===== src/rtl/sa_rdata_router_if.sv =====
// R-channel bundle between the slave port and the per-master dispatchers.
// "slave" modport is the router side, "master" modport is the driving side.
interface sa_rdata_router_if #(
  parameter int MST_AMT    = 3,
  parameter int DATA_WIDTH = 32
);
  logic [DATA_WIDTH-1:0]         s_RDATA_i;
  logic                          s_RLAST_i;
  logic                          s_RVALID_i;
  logic                          s_RREADY_o;
  logic [DATA_WIDTH*MST_AMT-1:0] dsp_RDATA_o;
  logic [MST_AMT-1:0]            dsp_RLAST_o;
  logic [MST_AMT-1:0]            dsp_RVALID_o;
  logic [MST_AMT-1:0]            dsp_RREADY_i;

  modport slave (
    input  s_RDATA_i, s_RLAST_i, s_RVALID_i, dsp_RREADY_i,
    output s_RREADY_o, dsp_RDATA_o, dsp_RLAST_o, dsp_RVALID_o
  );

  modport master (
    output s_RDATA_i, s_RLAST_i, s_RVALID_i, dsp_RREADY_i,
    input  s_RREADY_o, dsp_RDATA_o, dsp_RLAST_o, dsp_RVALID_o
  );
endinterface


===== src/rtl/sa_rdata_router.sv =====
// sa_rdata_router: routes slave read-data beats to the master that issued the
// matching AR, using an in-order {mst_id, AxLEN} FIFO and a one-beat output
// register. Optional feature macro: RLAST_CHECK_EN (sticky RLAST mismatch
// flag); when undefined rlast_err_o is tied low.
module sa_rdata_router #(
  parameter int MST_AMT          = 3,
  parameter int OUTSTANDING_AMT  = 8,
  parameter int MST_ID_W         = $clog2(MST_AMT),
  parameter int DATA_WIDTH       = 32,
  parameter int TRANS_DATA_LEN_W = 3
) (
  input  logic                        ACLK_i,
  input  logic                        ARESET_i,
  input  logic [MST_ID_W-1:0]         AR_mst_id_i,
  input  logic [TRANS_DATA_LEN_W-1:0] AR_AxLEN_i,
  input  logic                        AR_fifo_order_wr_en_i,
  output logic                        AR_stall_o,
  output logic                        rlast_err_o,
  sa_rdata_router_if.slave            r_bus
);

  localparam int PTR_W   = (OUTSTANDING_AMT > 1) ? $clog2(OUTSTANDING_AMT) : 1;
  localparam int CNT_W   = $clog2(OUTSTANDING_AMT + 1);
  localparam int ENTRY_W = MST_ID_W + TRANS_DATA_LEN_W;
  localparam logic [PTR_W-1:0] PTR_LAST = PTR_W'(OUTSTANDING_AMT - 1);

  typedef enum logic {IDLE, ROUTE} state_t;

  state_t                        state_reg, state_next;
  logic [ENTRY_W-1:0]            order_mem [OUTSTANDING_AMT];
  logic [PTR_W-1:0]              wr_ptr_reg, rd_ptr_reg;
  logic [CNT_W-1:0]              order_cnt_reg;
  logic                          order_full, order_empty;
  logic                          push, pop;
  logic [MST_ID_W-1:0]           head_id;
  logic [TRANS_DATA_LEN_W-1:0]   head_len;
  logic [TRANS_DATA_LEN_W-1:0]   beat_cnt_reg;
  logic                          beat_last;
  logic                          s_ready, s_hs;
  logic                          out_busy, out_taken;
  logic [MST_AMT-1:0]            head_sel;
  logic [MST_AMT-1:0]            out_valid_reg, out_last_reg;
  logic [DATA_WIDTH*MST_AMT-1:0] out_data_reg;

  // The head entry is read asynchronously so the next burst can be routed
  // in the same cycle the previous one pops (no bubble between bursts).
  assign {head_id, head_len} = order_mem[rd_ptr_reg];

  assign order_full  = (order_cnt_reg == CNT_W'(OUTSTANDING_AMT));
  assign order_empty = (order_cnt_reg == '0);
  assign AR_stall_o  = order_full;

  assign beat_last = (beat_cnt_reg == head_len);

  // Output register is one-hot, so "ready of the held target" is simply
  // the OR of valid & ready across masters.
  assign out_busy  = |out_valid_reg;
  assign out_taken = |(out_valid_reg & r_bus.dsp_RREADY_i);

  assign s_ready = ~order_empty & (state_reg == ROUTE) & (~out_busy | out_taken);
  assign s_hs    = r_bus.s_RVALID_i & s_ready;
  assign pop     = s_hs & beat_last;
  // A push at full is only accepted when a pop frees a slot in the same cycle.
  assign push    = AR_fifo_order_wr_en_i & (~order_full | pop);

  assign r_bus.s_RREADY_o   = s_ready;
  assign r_bus.dsp_RVALID_o = out_valid_reg;
  assign r_bus.dsp_RLAST_o  = out_last_reg;
  assign r_bus.dsp_RDATA_o  = out_data_reg;

  // One-hot decode of the head entry's master ID.
  generate
    for (genvar gi = 0; gi < MST_AMT; gi++) begin : g_sel
      assign head_sel[gi] = (head_id == MST_ID_W'(gi));
    end
  endgenerate

  // Order FIFO storage; contents need no reset, occupancy is tracked separately.
  always_ff @(posedge ACLK_i) begin
    if (push) begin
      order_mem[wr_ptr_reg] <= {AR_mst_id_i, AR_AxLEN_i};
    end
  end

  // Order FIFO pointers and occupancy.
  always_ff @(posedge ACLK_i) begin
    if (ARESET_i) begin
      wr_ptr_reg    <= '0;
      rd_ptr_reg    <= '0;
      order_cnt_reg <= '0;
    end else begin
      if (push) begin
        wr_ptr_reg <= (wr_ptr_reg == PTR_LAST) ? '0 : wr_ptr_reg + 1'b1;
      end
      if (pop) begin
        rd_ptr_reg <= (rd_ptr_reg == PTR_LAST) ? '0 : rd_ptr_reg + 1'b1;
      end
      case ({push, pop})
        2'b10:   order_cnt_reg <= order_cnt_reg + 1'b1;
        2'b01:   order_cnt_reg <= order_cnt_reg - 1'b1;
        default: order_cnt_reg <= order_cnt_reg;
      endcase
    end
  end

  // FSM state register.
  always_ff @(posedge ACLK_i) begin
    if (ARESET_i) begin
      state_reg <= IDLE;
    end else begin
      state_reg <= state_next;
    end
  end

  // FSM next state: ROUTE while at least one burst is outstanding.
  always_comb begin
    state_next = state_reg;
    case (state_reg)
      IDLE: begin
        if (push) begin
          state_next = ROUTE;
        end
      end
      ROUTE: begin
        if (pop && (order_cnt_reg == CNT_W'(1)) && !push) begin
          state_next = IDLE;
        end
      end
      default: state_next = IDLE;
    endcase
  end

  // Beat counter within the head burst; wraps on the last beat.
  always_ff @(posedge ACLK_i) begin
    if (ARESET_i) begin
      beat_cnt_reg <= '0;
    end else if (s_hs) begin
      beat_cnt_reg <= beat_last ? '0 : beat_cnt_reg + 1'b1;
    end
  end

  // Output valid/last: load on slave handshake, clear once dispatched.
  always_ff @(posedge ACLK_i) begin
    if (ARESET_i) begin
      out_valid_reg <= '0;
      out_last_reg  <= '0;
    end else if (s_hs) begin
      out_valid_reg <= head_sel;
      out_last_reg  <= beat_last ? head_sel : '0;
    end else if (out_taken) begin
      out_valid_reg <= '0;
      out_last_reg  <= '0;
    end
  end

  // Per-master data slices; only the targeted slice is overwritten.
  generate
    for (genvar gi = 0; gi < MST_AMT; gi++) begin : g_data
      always_ff @(posedge ACLK_i) begin
        if (ARESET_i) begin
          out_data_reg[gi*DATA_WIDTH +: DATA_WIDTH] <= '0;
        end else if (s_hs && head_sel[gi]) begin
          out_data_reg[gi*DATA_WIDTH +: DATA_WIDTH] <= r_bus.s_RDATA_i;
        end
      end
    end
  endgenerate

`ifdef RLAST_CHECK_EN
  logic rlast_err_reg;

  // Sticky flag: slave RLAST disagreed with the counter-derived last beat.
  always_ff @(posedge ACLK_i) begin
    if (ARESET_i) begin
      rlast_err_reg <= 1'b0;
    end else if (s_hs && (r_bus.s_RLAST_i != beat_last)) begin
      rlast_err_reg <= 1'b1;
    end
  end

  assign rlast_err_o = rlast_err_reg;
`else
  logic unused_rlast;
  assign unused_rlast = r_bus.s_RLAST_i;
  assign rlast_err_o  = 1'b0;
`endif

endmodule

===== src/flat_wrapper.sv =====
// flat-port wrapper written by rule: the top's interface ports become plain ports
module sa_rdata_router_flat 
#(
  parameter int MST_AMT          = 3,
  parameter int OUTSTANDING_AMT  = 8,
  parameter int MST_ID_W         = $clog2(MST_AMT),
  parameter int DATA_WIDTH       = 32,
  parameter int TRANS_DATA_LEN_W = 3
)
  (ACLK_i, ARESET_i, AR_mst_id_i, AR_AxLEN_i, AR_fifo_order_wr_en_i, AR_stall_o, rlast_err_o, r_bus_s_RDATA_i, r_bus_s_RLAST_i, r_bus_s_RVALID_i, r_bus_dsp_RREADY_i, r_bus_s_RREADY_o, r_bus_dsp_RDATA_o, r_bus_dsp_RLAST_o, r_bus_dsp_RVALID_o);
  sa_rdata_router_if #(.MST_AMT(MST_AMT), .DATA_WIDTH(DATA_WIDTH)) r_bus_i ();
  input  logic ACLK_i;
  input  logic ARESET_i;
  input  logic [MST_ID_W-1:0] AR_mst_id_i;
  input  logic [TRANS_DATA_LEN_W-1:0] AR_AxLEN_i;
  input  logic AR_fifo_order_wr_en_i;
  output logic AR_stall_o;
  output logic rlast_err_o;
  input wire logic [$bits(r_bus_i.s_RDATA_i)-1:0] r_bus_s_RDATA_i;
  input wire logic [$bits(r_bus_i.s_RLAST_i)-1:0] r_bus_s_RLAST_i;
  input wire logic [$bits(r_bus_i.s_RVALID_i)-1:0] r_bus_s_RVALID_i;
  input wire logic [$bits(r_bus_i.dsp_RREADY_i)-1:0] r_bus_dsp_RREADY_i;
  output wire logic [$bits(r_bus_i.s_RREADY_o)-1:0] r_bus_s_RREADY_o;
  output wire logic [$bits(r_bus_i.dsp_RDATA_o)-1:0] r_bus_dsp_RDATA_o;
  output wire logic [$bits(r_bus_i.dsp_RLAST_o)-1:0] r_bus_dsp_RLAST_o;
  output wire logic [$bits(r_bus_i.dsp_RVALID_o)-1:0] r_bus_dsp_RVALID_o;
  assign r_bus_i.s_RDATA_i = r_bus_s_RDATA_i;
  assign r_bus_i.s_RLAST_i = r_bus_s_RLAST_i;
  assign r_bus_i.s_RVALID_i = r_bus_s_RVALID_i;
  assign r_bus_i.dsp_RREADY_i = r_bus_dsp_RREADY_i;
  assign r_bus_s_RREADY_o = r_bus_i.s_RREADY_o;
  assign r_bus_dsp_RDATA_o = r_bus_i.dsp_RDATA_o;
  assign r_bus_dsp_RLAST_o = r_bus_i.dsp_RLAST_o;
  assign r_bus_dsp_RVALID_o = r_bus_i.dsp_RVALID_o;
  sa_rdata_router #(.MST_AMT(MST_AMT), .OUTSTANDING_AMT(OUTSTANDING_AMT), .MST_ID_W(MST_ID_W), .DATA_WIDTH(DATA_WIDTH), .TRANS_DATA_LEN_W(TRANS_DATA_LEN_W)) u_core (.ACLK_i(ACLK_i), .ARESET_i(ARESET_i), .AR_mst_id_i(AR_mst_id_i), .AR_AxLEN_i(AR_AxLEN_i), .AR_fifo_order_wr_en_i(AR_fifo_order_wr_en_i), .AR_stall_o(AR_stall_o), .rlast_err_o(rlast_err_o), .r_bus(r_bus_i));
endmodule

===== config.mk =====
export PLATFORM = sky130hd
export DESIGN_NAME = sa_rdata_router_flat
export DESIGN_NICKNAME = d
export VERILOG_FILES = /design/src/rtl/sa_rdata_router_if.sv /design/src/rtl/sa_rdata_router.sv /design/src/flat_wrapper.sv
export SDC_FILE = /design/constraint.sdc
export NUM_CORES = 1
export LEC_CHECK = 0
export ABC_AREA = 0
export CORE_ASPECT_RATIO = 0.7
export CORE_UTILIZATION = 38
export DETAILED_ROUTE_END_ITERATION = 12
export HOLD_SLACK_MARGIN = 0.15
export PLACE_DENSITY_LB_ADDON = 0.12
export SETUP_SLACK_MARGIN = 0.5
export SLEW_MARGIN = 25
export SYNTH_ARGS = -nofsm -noshare
export SYNTH_HDL_FRONTEND = slang
export SYNTH_SLANG_ARGS = --single-unit

===== constraint.sdc =====
create_clock -name ACLK_i -period 4.5 [get_ports ACLK_i]
set_clock_uncertainty 0.15 [all_clocks]
set_input_delay 0.9 -clock ACLK_i [delete_from_list [all_inputs] [get_ports ACLK_i]]
set_output_delay 0.9 -clock ACLK_i [all_outputs]
set_load 0.1 [all_outputs]

==> results.rst, run 1 <==
.. list-table::
   :header-rows: 1

   * - Metric
     - Value
   * - Horiz. Die Dim
     - 154 microns
   * - Setup repair bufs after CTS
     - 0
   * - Clock-pin transition on the worst setup and hold timing paths
     - 0.06 ns
   * - Worst min-delay path category
     - reg -> reg
   * - Count of different cell masters after synthesis
     - 48
   * - Post-DP HPWL
     - 9840 microns
   * - Inserted Diodes
     - 0
   * - Starting density of the core
     - 39.4%
   * - Number of rows created at floorplan
     - 38
   * - Layout filler cell count
     - 1343
   * - Startpoint of the worst hold path
     - u_core.r_bus.dsp_RDATA_o[94]
   * - Cell depth of the worst flop-to-flop path
     - 8
   * - Fraction of final layout cells sized beyond drive strength 1
     - 10.1%
   * - Design Area, Final
     - 0.00843 sq mm
   * - CTS tree
     - yes
   * - Warning count from the yosys run
     - 0
   * - Cell taking the most area after synthesis
     - dfxtp_1
   * - Worst flop-to-flop path endpoint
     - u_core.order_cnt_reg[2]
   * - Total iterations of the first detailed-routing run
     - 6
   * - Crit-path max FO
     - 5
   * - Endpoint type of the worst setup path
     - primary output
   * - Die area
     - 0.0168 sq mm
   * - Total power density per cell area
     - 385 mW/mm^2
   * - Highest-count cells in the layout ignoring fill and taps
     - clkdlybuf4s50_1 (145), dfxtp_1 (119), mux2i_1 (115)
   * - Maximum level of the CTS H-tree
     - 4
   * - Total of flip-flops plus latches after synthesis
     - 159
   * - Die Height
     - 109 microns
   * - Via count of the first global-routing pass
     - 4247
   * - Area share of the leading cell type in the synthesized netlist
     - 38.6%
   * - Port Buf Inserts
     - 147
   * - Part of the Yosys area used for sequential elements
     - 58.0%
   * - Count of nets left with antenna violations after detail routing
     - 0
   * - Worst VDD drop
     - 0.229 mV
   * - Sort of element at the start of the critical path
     - flip-flop
   * - Cells taking the most area after synthesis
     - dfxtp_1 (39%), edfxtp_1 (19%), mux2i_1 (19%), nor2_1 (6.8%), mux4_2 (2.6%)
   * - Starting DRT DRC Count
     - 219
   * - Total global-route track usage
     - 18.0%
   * - Required time of the worst setup path
     - 3.45 ns
   * - Arrival time of the worst setup path
     - 2.60 ns
   * - CP Capture Point
     - AR_stall_o
   * - Buffer cell driving the clock tree root
     - clkbuf_16
   * - Number of enable flip-flop cells after synthesis
     - 40
   * - Final slew viol count
     - 0
   * - Core area
     - 0.0157 sq mm
   * - Time the final worst path needs with I/O delays and setup
     - 3.65 ns
   * - Number of top-level pins
     - 150
   * - Post-cts repair resize count
     - 0
   * - Net count reported at finish
     - 711
   * - Leakage power
     - 3.67 nW
   * - Hold Vio Cnt, Final
     - 0
   * - Worst setup path startpoint
     - u_core.order_cnt_reg[0]
   * - Wirelength per Cell
     - 16.7 microns
   * - Synthesized instance count
     - 507
   * - Synthesized net count
     - 561
   * - Count of endpoints failing setup in the final report
     - 0
   * - Total number of vias
     - 4208
   * - Sum of negative setup slack
     - 0 ns
   * - Dpl cell area
     - 0.00783 sq mm
   * - Setup repair after global routing missed its margin
     - no
   * - Fraction of the core area covered by cells at the end of the flow
     - 53.7%
   * - Pin count of the biggest net entering global routing
     - 90
   * - Crit path setup slack, layout
     - 0.850 ns
   * - Grt total ovfl
     - 0
   * - Max-cap check violation count
     - 0
   * - Total routed wirelength
     - 14500 microns
   * - Clock network latency to the later pin of the worst-skew pair
     - 0.42 ns
   * - Primary FF master, synth
     - dfxtp_1
   * - Actual slew at the worst max-slew pin
     - 1.04 ns
   * - Hold Worst Slack
     - 0.341 ns
   * - Inst Count DP
     - 838
   * - Final Power
     - 3.25 mW
   * - Final standard cell count with taps included and fillers excluded
     - 870
   * - Routed vias/inst
     - 4.84
   * - Type of the worst setup path
     - reg -> out
   * - Signed area change from the synthesized netlist to the final layout
     - 36.5%
   * - Proportion of synthesized flip-flops having asynchronous set or reset
     - 0%
   * - Antenna violations before repair
     - 0
   * - Max reg flops
     - 96
   * - Commonest non-fill, non-tap cell in the layout
     - clkdlybuf4s50_1
   * - Outcome
     - completed
   * - Total number of clock tree sinks
     - 159
   * - Maximum number of buffers from clock root to sink
     - 2
   * - Worst rel slew slack
     - 30.7%
   * - DRC violations left
     - 0
   * - Average instance area after synthesis
     - 12.2 sq um
   * - Mapped Area
     - 0.00618 sq mm
   * - Global placer's final weighted congestion
     - 0.755
   * - Hold bufs inserted after CTS
     - 0
   * - Register-to-register setup slack
     - 0.85 ns
   * - Ratio of final minimum period to clock period
     - 81.1%
   * - Achievable clock frequency
     - 0.274 GHz
   * - First-pass GRT wire length
     - 22700 microns
   * - Setup Slack @ Placement
     - 0.564 ns
   * - Number of buffers created by CTS
     - 17
==> cell type report <==
type	count	area [sq um]	share of cell area, %
repair buffers	159	1580	18.8
inverters	6	22.5	0.267
clock buffers	23	510	6.05
clock inverters	9	93.8	1.11
well taps	200	250	2.97
multi-input cells	314	2390	28.3
flip-flops and latches	159	3580	42.5
==> cell families (layout without fill, tap and decap cells) <==
group                    Yosys count  count (layout)  share of synthesized area, %
flip-flops                       159             159                          58.0
AND/OR/NAND/NOR                  154             154                          11.0
multiplexers                     124             124                          21.6
buffers and inverters             34             197                          3.36
AO/OA/AOI/OAI                     20              20                          2.92
adder cells (fa/ha/maj)            9               9                          1.82
XOR/XNOR                           6               6                          1.22
other                              1               1                        0.0607
==> worst max-delay path, cell delays in order, from the launching register on <==
cell and delay (ns):
dfxtp_1 0.36, inv_1 0.10, ha_1 0.19, nand2_1 0.05, or2_2 0.30, inv_1 0.07
clkdlybuf4s50_1 1.12
==> where the power goes <==
group / internal, mW / leakage (nW) / total (mW) / switching [mW]
Sequential: 1.49 / 1.32 / 1.51 / 0.0167
Clock: 0.866 / 0.293 / 1.45 / 0.584
Combinational: 0.104 / 2.05 / 0.294 / 0.190
==> Yosys cell counts (2+ instances only) <==
master    instances
or3_1             2
a21oi_1           7
nor2_1          112
buf_6             9
a211oi_1          2
nand2b_1          4
mux2_2            2
buf_2             4
xor2_1            2
mux2i_1         115
clkbuf_1         13
nor4b_1           2
ha_1              9
nor3_1            6
or3_4             2
buf_4             2
dfxtp_1         119
nor3b_1           3
nand2_1          11
mux4_2            7
inv_1             5
xnor2_2           3
edfxtp_1         40
nor4_1            2
==> how the worst min path moves through the flow <==
stage | depth (start not counted) | to | slack, ns
floorplan | 2 | u_core.beat_cnt_reg[0] | 0.34
global placement | 2 | u_core.r_bus.dsp_RDATA_o[94] | 0.32
detailed placement | 2 | u_core.r_bus.dsp_RDATA_o[94] | 0.33
CTS | 2 | u_core.r_bus.dsp_RDATA_o[94] | 0.35
global route | 2 | u_core.r_bus.dsp_RDATA_o[85] | 0.37
finish | 2 | u_core.r_bus.dsp_RDATA_o[94] | 0.34
==> routing by layer <==
metal	part of all wire, %	vias up	track usage [%]
met1	47	1993	22.7
li1	-	2081	-
met2	43	124	27.3
met5	0	-	0
met4	1.2	0	6.79
met3	8.8	10	7.87
Note: power is estimated with default switching activity, not from simulation.
==> run 2, diff against run 1 <==
clock period = 3.5 ns   (was 4.5 ns; I/O delays follow)
==> run 2 against run 1 <==
Combinational power increased by 34%. Sequential power is 28% higher. Critical path depth is 2 higher. Power grew 29%. Sequential share of layout area increased by 0.43 points. Die area unchanged. Worst hold slack worse by 0.00091 ns. Clock power up 28%. Wire length fell by 1.0%. Highest routed layer unchanged.
==> results.rst, run 2 (synthesis gave the netlist of run 1 again) <==
.. list-table::
   :header-rows: 1

   * - Metric
     - Value
   * - Outcome
     - completed
   * - Count of endpoints failing setup in the final report
     - 0 (unchanged)
   * - Number of rows created at floorplan
     - 38 (unchanged)
   * - CTS tree
     - yes
   * - Inserted Diodes
     - 0 (unchanged)
   * - Max reg flops
     - 96 (unchanged)
   * - Signed area change from the synthesized netlist to the final layout
     - 36.0%
   * - Antenna violations before repair
     - 0 (unchanged)
   * - Final Power
     - 4.18 mW (+29%)
   * - Count of nets left with antenna violations after detail routing
     - 0 (unchanged)
   * - Total routed wirelength
     - 14400 microns (-1.0%)
   * - Maximum level of the CTS H-tree
     - 4 (unchanged)
   * - Worst min-delay path category
     - reg -> reg
   * - Achievable clock frequency
     - 0.354 GHz
   * - Proportion of power drawn by the clock network
     - 44.3% (-0.3 points)
   * - Clock-pin transition on the worst setup and hold timing paths
     - 0.06 ns (about the same)
   * - Total global-route track usage
     - 17.6% (-0.41 points)
   * - Sequential Area
     - 0.00361 sq mm (+0.66%)
   * - Hold Vio Cnt, Final
     - 0 (unchanged)
   * - Combinational share of power
     - 9.4% (+0.4 points)
   * - Internal power component
     - 3.18 mW (+29%)
   * - Worst VDD drop
     - 0.286 mV (+25%)
   * - Routed vias/inst
     - 4.84 (+0.14%)
   * - Total power density per cell area
     - 498 mW/mm^2 (+29%)
   * - Setup repair after global routing missed its margin
     - no
   * - Register-to-register setup slack
     - 0.68 ns (-0.17 ns)
   * - Maximum number of buffers from clock root to sink
     - 2 (unchanged)
   * - Port Buf Inserts
     - 147 (unchanged)
   * - Post-DP HPWL
     - 9770 microns (-0.67%)
   * - Pin count of the biggest net entering global routing
     - 87 (-3.3%)
   * - Net switching power
     - 999 uW (+26%)
   * - Worst flop-to-flop path endpoint
     - u_core.order_mem[2][3]
   * - Grt total ovfl
     - 0 (unchanged)
   * - Highest-count cells in the layout ignoring fill and taps
     - buf_4 (131), mux2i_1 (115), nor2_1 (112), dfxtp_1 (112), edfxtp_1 (40)
   * - Switching share of power
     - 23.9% (-0.44 points)
   * - Die area
     - 0.0168 sq mm (unchanged)
   * - Net count reported at finish
     - 729 (+2.5%)
   * - Horiz. Die Dim
     - 154 microns (unchanged)
   * - Cell depth of the worst flop-to-flop path
     - 8 (unchanged)
   * - Buffer cell driving the clock tree root
     - clkbuf_16
   * - Actual slew at the worst max-slew pin
     - 0.910 ns (-0.127 ns)
   * - Core area
     - 0.0157 sq mm (unchanged)
   * - Clock network latency to the later pin of the worst-skew pair
     - 0.42 ns (about the same)
   * - Fraction of final layout cells sized beyond drive strength 1
     - 29.5% (+19 points)
   * - Total number of vias
     - 4301 (+2.2%)
   * - Max-cap check violation count
     - 0 (unchanged)
   * - First-pass GRT wire length
     - 22300 microns (-1.6%)
   * - Arrival time of the worst setup path
     - 2.80 ns (+0.20 ns)
   * - Commonest non-fill, non-tap cell in the layout
     - buf_4
   * - CP Capture Point
     - u_core.order_mem[2][3]
   * - Starting density of the core
     - 39.4% (unchanged)
   * - Total number of clock tree sinks
     - 159 (unchanged)
   * - Number of buffers created by CTS
     - 17 (unchanged)
   * - Multi-input combinational cell area
     - 0.00244 sq mm (+2.3%)
   * - Die Height
     - 109 microns (unchanged)
   * - Starting DRT DRC Count
     - 213 (-2.7%)
   * - Number of top-level pins
     - 150 (unchanged)
   * - Crit-path max FO
     - 6 (+1)
   * - Total iterations of the first detailed-routing run
     - 6 (unchanged)
   * - Endpoint type of the worst setup path
     - flip-flop
   * - Time the final worst path needs with I/O delays and setup
     - 2.82 ns
   * - Wirelength per Cell
     - 16.2 microns (-3.0%)
   * - Global placer's final weighted congestion
     - 0.775 (+2.6%)
   * - Layout filler cell count
     - 1359 (+1.2%)
   * - Seq pwr share
     - 46.3% (about the same)
   * - Sum of negative setup slack
     - 0 ns (unchanged)
   * - Type of the worst setup path
     - reg -> reg
   * - Required time of the worst setup path
     - 3.47 ns (+0.02 ns)
   * - Sort of element at the start of the critical path
     - flip-flop
   * - Final slew viol count
     - 0 (unchanged)
   * - Ratio of final minimum period to clock period
     - 80.7%
   * - DRC violations left
     - 0 (unchanged)
   * - Leakage power
     - 4.02 nW (+9.5%)
   * - Worst rel slew slack
     - 39.3% (+8.7 points)
   * - Via count of the first global-routing pass
     - 4133 (-2.7%)
run 2: cell types whose count changed in the layout (fill, tap and decap cells not counted), sizes merged:
cell	delta
bufinv	+2
clkdlybuf4s50	-106
clkbuf	-4
clkinvlp	-1
buf	+121
dlymetal6s2s	+3
inv	-1
clkinv	+4
run 2: how the worst min path moves through the flow:
| stage | startpoint | endpoint | cells after the start |
|---|---|---|---|
| after floorplan | u_core.beat_cnt_reg[0] | u_core.beat_cnt_reg[0] | 2 |
| after global placement | u_core.r_bus.dsp_RDATA_o[31] | u_core.r_bus.dsp_RDATA_o[31] | 2 |
| after detailed placement | u_core.r_bus.dsp_RVALID_o[1] | u_core.r_bus.dsp_RVALID_o[1] | 2 |
| after CTS | u_core.r_bus.dsp_RVALID_o[1] | u_core.r_bus.dsp_RVALID_o[1] | 2 |
| after global routing | u_core.r_bus.dsp_RVALID_o[1] | u_core.r_bus.dsp_RVALID_o[1] | 2 |
| final | u_core.r_bus.dsp_RVALID_o[0] | u_core.r_bus.dsp_RVALID_o[0] | 2 |
run 2: timing repair:
item	in CTS	in global routing
hold buffers	0	0
setup endpoints to repair	27	63
hold endpoints to repair	0	0
pin swaps	0	7
resized for setup	3	14
setup buffers	0	7
run 2: area by class of cell:
class,instances,share of cell area (%)
clock buffers,19,5.15
clock inverters,13,1.94
inverters,6,0.268
multi-input cells,314,29.1
flip-flops and latches,159,42.9
well taps,200,2.98
repair buffers,177,17.6
run 2: per-layer routing:
metal | global-route usage (%) | share of wire [%] | up-vias
met4 | 5.30 | 0.96 | 0
met1 | 23.6 | 49 | 2055
met2 | 26.3 | 44 | 118
li1 | - | - | 2115
met3 | 6.76 | 6.6 | 13
met5 | 0 | 0 | -
run 2: power by group through the flow:
stage / logic, mW / clock network (mW) / registers (mW)
after CTS: 0.387 / 1.91 / 1.94
final: 0.394 / 1.85 / 1.94
after global routing: 0.417 / 1.98 / 1.94
after detailed placement: 0.386 / 0 / 1.98
after global placement: 0.380 / 0 / 1.98
after floorplan: 0.151 / 0 / 2.07
run 2: critical path: stages (launching register included):
cell	delay, ns
dfxtp_4	0.41
buf_6	0.15
mux4_2	0.53
xnor2_2	0.20
o41ai_4	0.42
inv_2	0.10
buf_4	0.16
nor4b_2	0.21
buf_4	0.20
run 2: per-stage QoR:
step | util, % | worst slack (ns) | hold WS [ns] | std cells | area [sq um]
2_1_floorplan | - | 0.392 | 0.341 | 507 | 6220
3_3_place_gp | 49.1 | 0.106 | 0.326 | 849 | 7700
3_5_place_dp | 49.1 | 0.0822 | 0.331 | 849 | 7700
4_1_cts | 52.9 | 0.492 | 0.342 | 881 | 8300
5_1_grt | 53.5 | 0.510 | 0.357 | 888 | 8400
6_report | 53.5 | 0.676 | 0.340 | 888 | 8400
==> run 3, diff against run 2 <==
clock period = 2.9 ns   (was 3.5 ns; I/O delays follow)
==> run 3 against run 2 <==
Sequential power rose by 21%. Die area did not move. Critical path type unchanged. Cell area rose by 10%. Highest routed layer unchanged. Cell count rose by 4.7%. Largest cell class unchanged.
==> results.rst, run 3 (synthesis gave the netlist of run 1 again) <==
.. list-table::
   :header-rows: 1

   * - Metric
     - Value
   * - Min-Delay Endpoint
     - u_core.r_bus.dsp_RDATA_o[77]
   * - Net count reported at finish
     - 771 (+5.8%)
   * - Worst flop-to-flop path endpoint
     - u_core.order_cnt_reg[3]
   * - Type of the worst setup path
     - reg -> reg
   * - Antenna violations before repair
     - 0 (unchanged)
   * - Critical path's largest stage delay
     - 0.54 ns (about the same)
   * - Fraction of final layout cells sized beyond drive strength 1
     - 35.9% (+6.4 points)
   * - Routed vias/inst
     - 4.79 (-1.2%)
   * - Inst Count DP
     - 865 (+1.9%)
   * - Post-DP HPWL
     - 10200 microns (+4.7%)
   * - Count of nets left with antenna violations after detail routing
     - 0 (unchanged)
   * - Total routed wirelength
     - 16100 microns (+12%)
   * - Signed area change from the synthesized netlist to the final layout
     - 49.9%
   * - Outcome
     - completed
   * - Buffers plus inverters on the worst setup path
     - 3 (-1)
   * - Worst-path cell chain
     - buf_12 -> mux2i_2 -> mux4_2 -> xnor2_4 -> o41ai_4 -> buf_6 -> inv_4 -> ha_4 -> nand4b_1 -> a21oi_2 -> xnor2_1 -> nor2_1
   * - Number of top-level pins
     - 150 (unchanged)
   * - Leakage power
     - 4.36 nW (+8.6%)
   * - DRC violations left
     - 0 (unchanged)
   * - Arrival time of the worst setup path
     - 2.96 ns (+0.16 ns)
   * - Gate family responsible for the most delay along the worst path
     - multiplexers
   * - Max reg flops
     - 96 (unchanged)
   * - Clock-pin transition on the worst setup and hold timing paths
     - 0.06 ns (about the same)
   * - Endpoint type of the worst setup path
     - flip-flop
   * - Fraction of the core area covered by cells at the end of the flow
     - 59.0% (+5.5 points)
   * - Total iterations of the first detailed-routing run
     - 6 (unchanged)
   * - Worst rel slew slack
     - 65.1% (+26 points)
   * - Actual slew at the worst max-slew pin
     - 0.522 ns (-0.388 ns)
   * - Final Power
     - 5.19 mW (+24%)
   * - Commonest non-fill, non-tap cell in the layout
     - buf_4
   * - Starting density of the core
     - 39.4% (unchanged)
   * - First-pass GRT wire length
     - 24000 microns (+7.7%)
   * - Hold-critical path depth
     - 2 (unchanged)
   * - CTS tree
     - yes
   * - Total global-route track usage
     - 19.4% (+1.8 points)
   * - Port Buf Inserts
     - 147 (unchanged)
   * - Inserted Diodes
     - 0 (unchanged)
   * - Core area
     - 0.0157 sq mm (unchanged)
   * - Clock network latency to the later pin of the worst-skew pair
     - 0.42 ns (about the same)
   * - Horiz. Die Dim
     - 154 microns (unchanged)
   * - Via count of the first global-routing pass
     - 4321 (+4.5%)
   * - Maximum level of the CTS H-tree
     - 4 (unchanged)
   * - Die area
     - 0.0168 sq mm (unchanged)
   * - Crit path setup slack, layout
     - 0.0877 ns (-0.588 ns)
   * - Worst VDD drop
     - 0.408 mV (+43%)
   * - Total number of vias
     - 4452 (+3.5%)
   * - Count of endpoints failing setup in the final report
     - 0 (unchanged)
   * - Global placer's final weighted congestion
     - 0.765 (-1.2%)
   * - Number of buffers created by CTS
     - 17 (unchanged)
   * - Sort of element at the start of the critical path
     - flip-flop
   * - Setup Slack @ Placement
     - -0.463 ns (-0.545 ns)
   * - Wirelength per Cell
     - 17.3 microns (+7.0%)
   * - Sum of negative setup slack
     - 0 ns (unchanged)
   * - Grt total ovfl
     - 0 (unchanged)
   * - Starting DRT DRC Count
     - 181 (-15%)
   * - Total power density per cell area
     - 560 mW/mm^2 (+13%)
   * - Worst min-delay path category
     - reg -> reg
   * - Final slew viol count
     - 0 (unchanged)
   * - Register-to-register setup slack
     - 0.09 ns (-0.59 ns)
   * - Crit-path max FO
     - 7 (+1)
   * - Hold Vio Cnt, Final
     - 0 (unchanged)
   * - Highest-count cells in the layout ignoring fill and taps
     - buf_4 (135), dfxtp_1 (113), mux2i_1 (112)
   * - Library cell contributing the largest single delay on the critical path
     - mux4_2
   * - Max-cap check violation count
     - 0 (unchanged)
   * - Achievable clock frequency
     - 0.356 GHz (+0.42%)
   * - Die Height
     - 109 microns (unchanged)
   * - Ratio of final minimum period to clock period
     - 97.0% (+16 points)
   * - Startpoint of the worst hold path
     - u_core.r_bus.dsp_RDATA_o[77]
   * - Maximum number of buffers from clock root to sink
     - 2 (unchanged)
   * - Time the final worst path needs with I/O delays and setup
     - 2.81 ns (-0.0119 ns)
   * - Number of rows created at floorplan
     - 38 (unchanged)
   * - Pin count of the biggest net entering global routing
     - 100 (+15%)
   * - Required time of the worst setup path
     - 3.05 ns (-0.42 ns)
   * - Buffer cell driving the clock tree root
     - clkbuf_16
   * - Final standard cell count with taps included and fillers excluded
     - 930 (+4.7%)
   * - Setup repair after global routing missed its margin
     - yes
   * - Cell depth of the worst flop-to-flop path
     - 12 (+4)
   * - Total number of clock tree sinks
     - 159 (unchanged)
[run 3: where the power goes]
| group | internal, mW | switching, mW | total [mW] | leakage (nW) |
|---|---|---|---|---|
| Clock | 1.38 | 0.880 | 2.26 | 0.293 |
| Combinational | 0.245 | 0.341 | 0.586 | 2.74 |
| Sequential | 2.31 | 0.0276 | 2.34 | 1.33 |
[run 3: how the worst max path moves through the flow]
| stage | to | depth (start not counted) |
|---|---|---|
| floorplan | u_core.order_mem[2][0] | 6 |
| global placement | u_core.order_cnt_reg[3] | 12 |
| detailed placement | u_core.order_cnt_reg[3] | 12 |
| CTS | u_core.order_cnt_reg[2] | 11 |
| global route | u_core.order_cnt_reg[3] | 12 |
| finish | u_core.order_cnt_reg[3] | 12 |
[run 3: cell type report]
type	count	area [sq um]
clock inverters	6	63.8
well taps	200	250
repair buffers	219	2150
flip-flops and latches	159	3600
inverters	6	27.5
multi-input cells	314	2630
fillers	1268	6430
clock buffers	26	543
[run 3: routing by layer]
layer,vias up,wire [microns],global-route usage (%)
li1,2190,-,-
met4,0,91,5.30
met1,2134,8050,27.1
met3,11,1060,7.23
met2,117,6910,28.1
met5,-,0,0
[run 3: repair_timing]
action / in CTS / in global routing
gates cloned: 7 / 1
pin swaps: 13 / 8
hold buffers: 0 / 0
gates resized for setup: 41 / 28
setup endpoints to repair: 158 / 160
setup buffers: 12 / 13
[run 3: through the flow]
stage | hold slack, ns | area (sq um)
after floorplan | 0.341 | 6310
after global placement | 0.325 | 7940
after detailed placement | 0.335 | 7940
after CTS | 0.327 | 8990
after global routing | 0.351 | 9260
final | 0.347 | 9260
[run 3: worst min-delay path, stage by stage (launching register included)]
cell and delay, ns:
dfxtp_1 0.32, mux2i_1 0.07, nor2_1 0.07
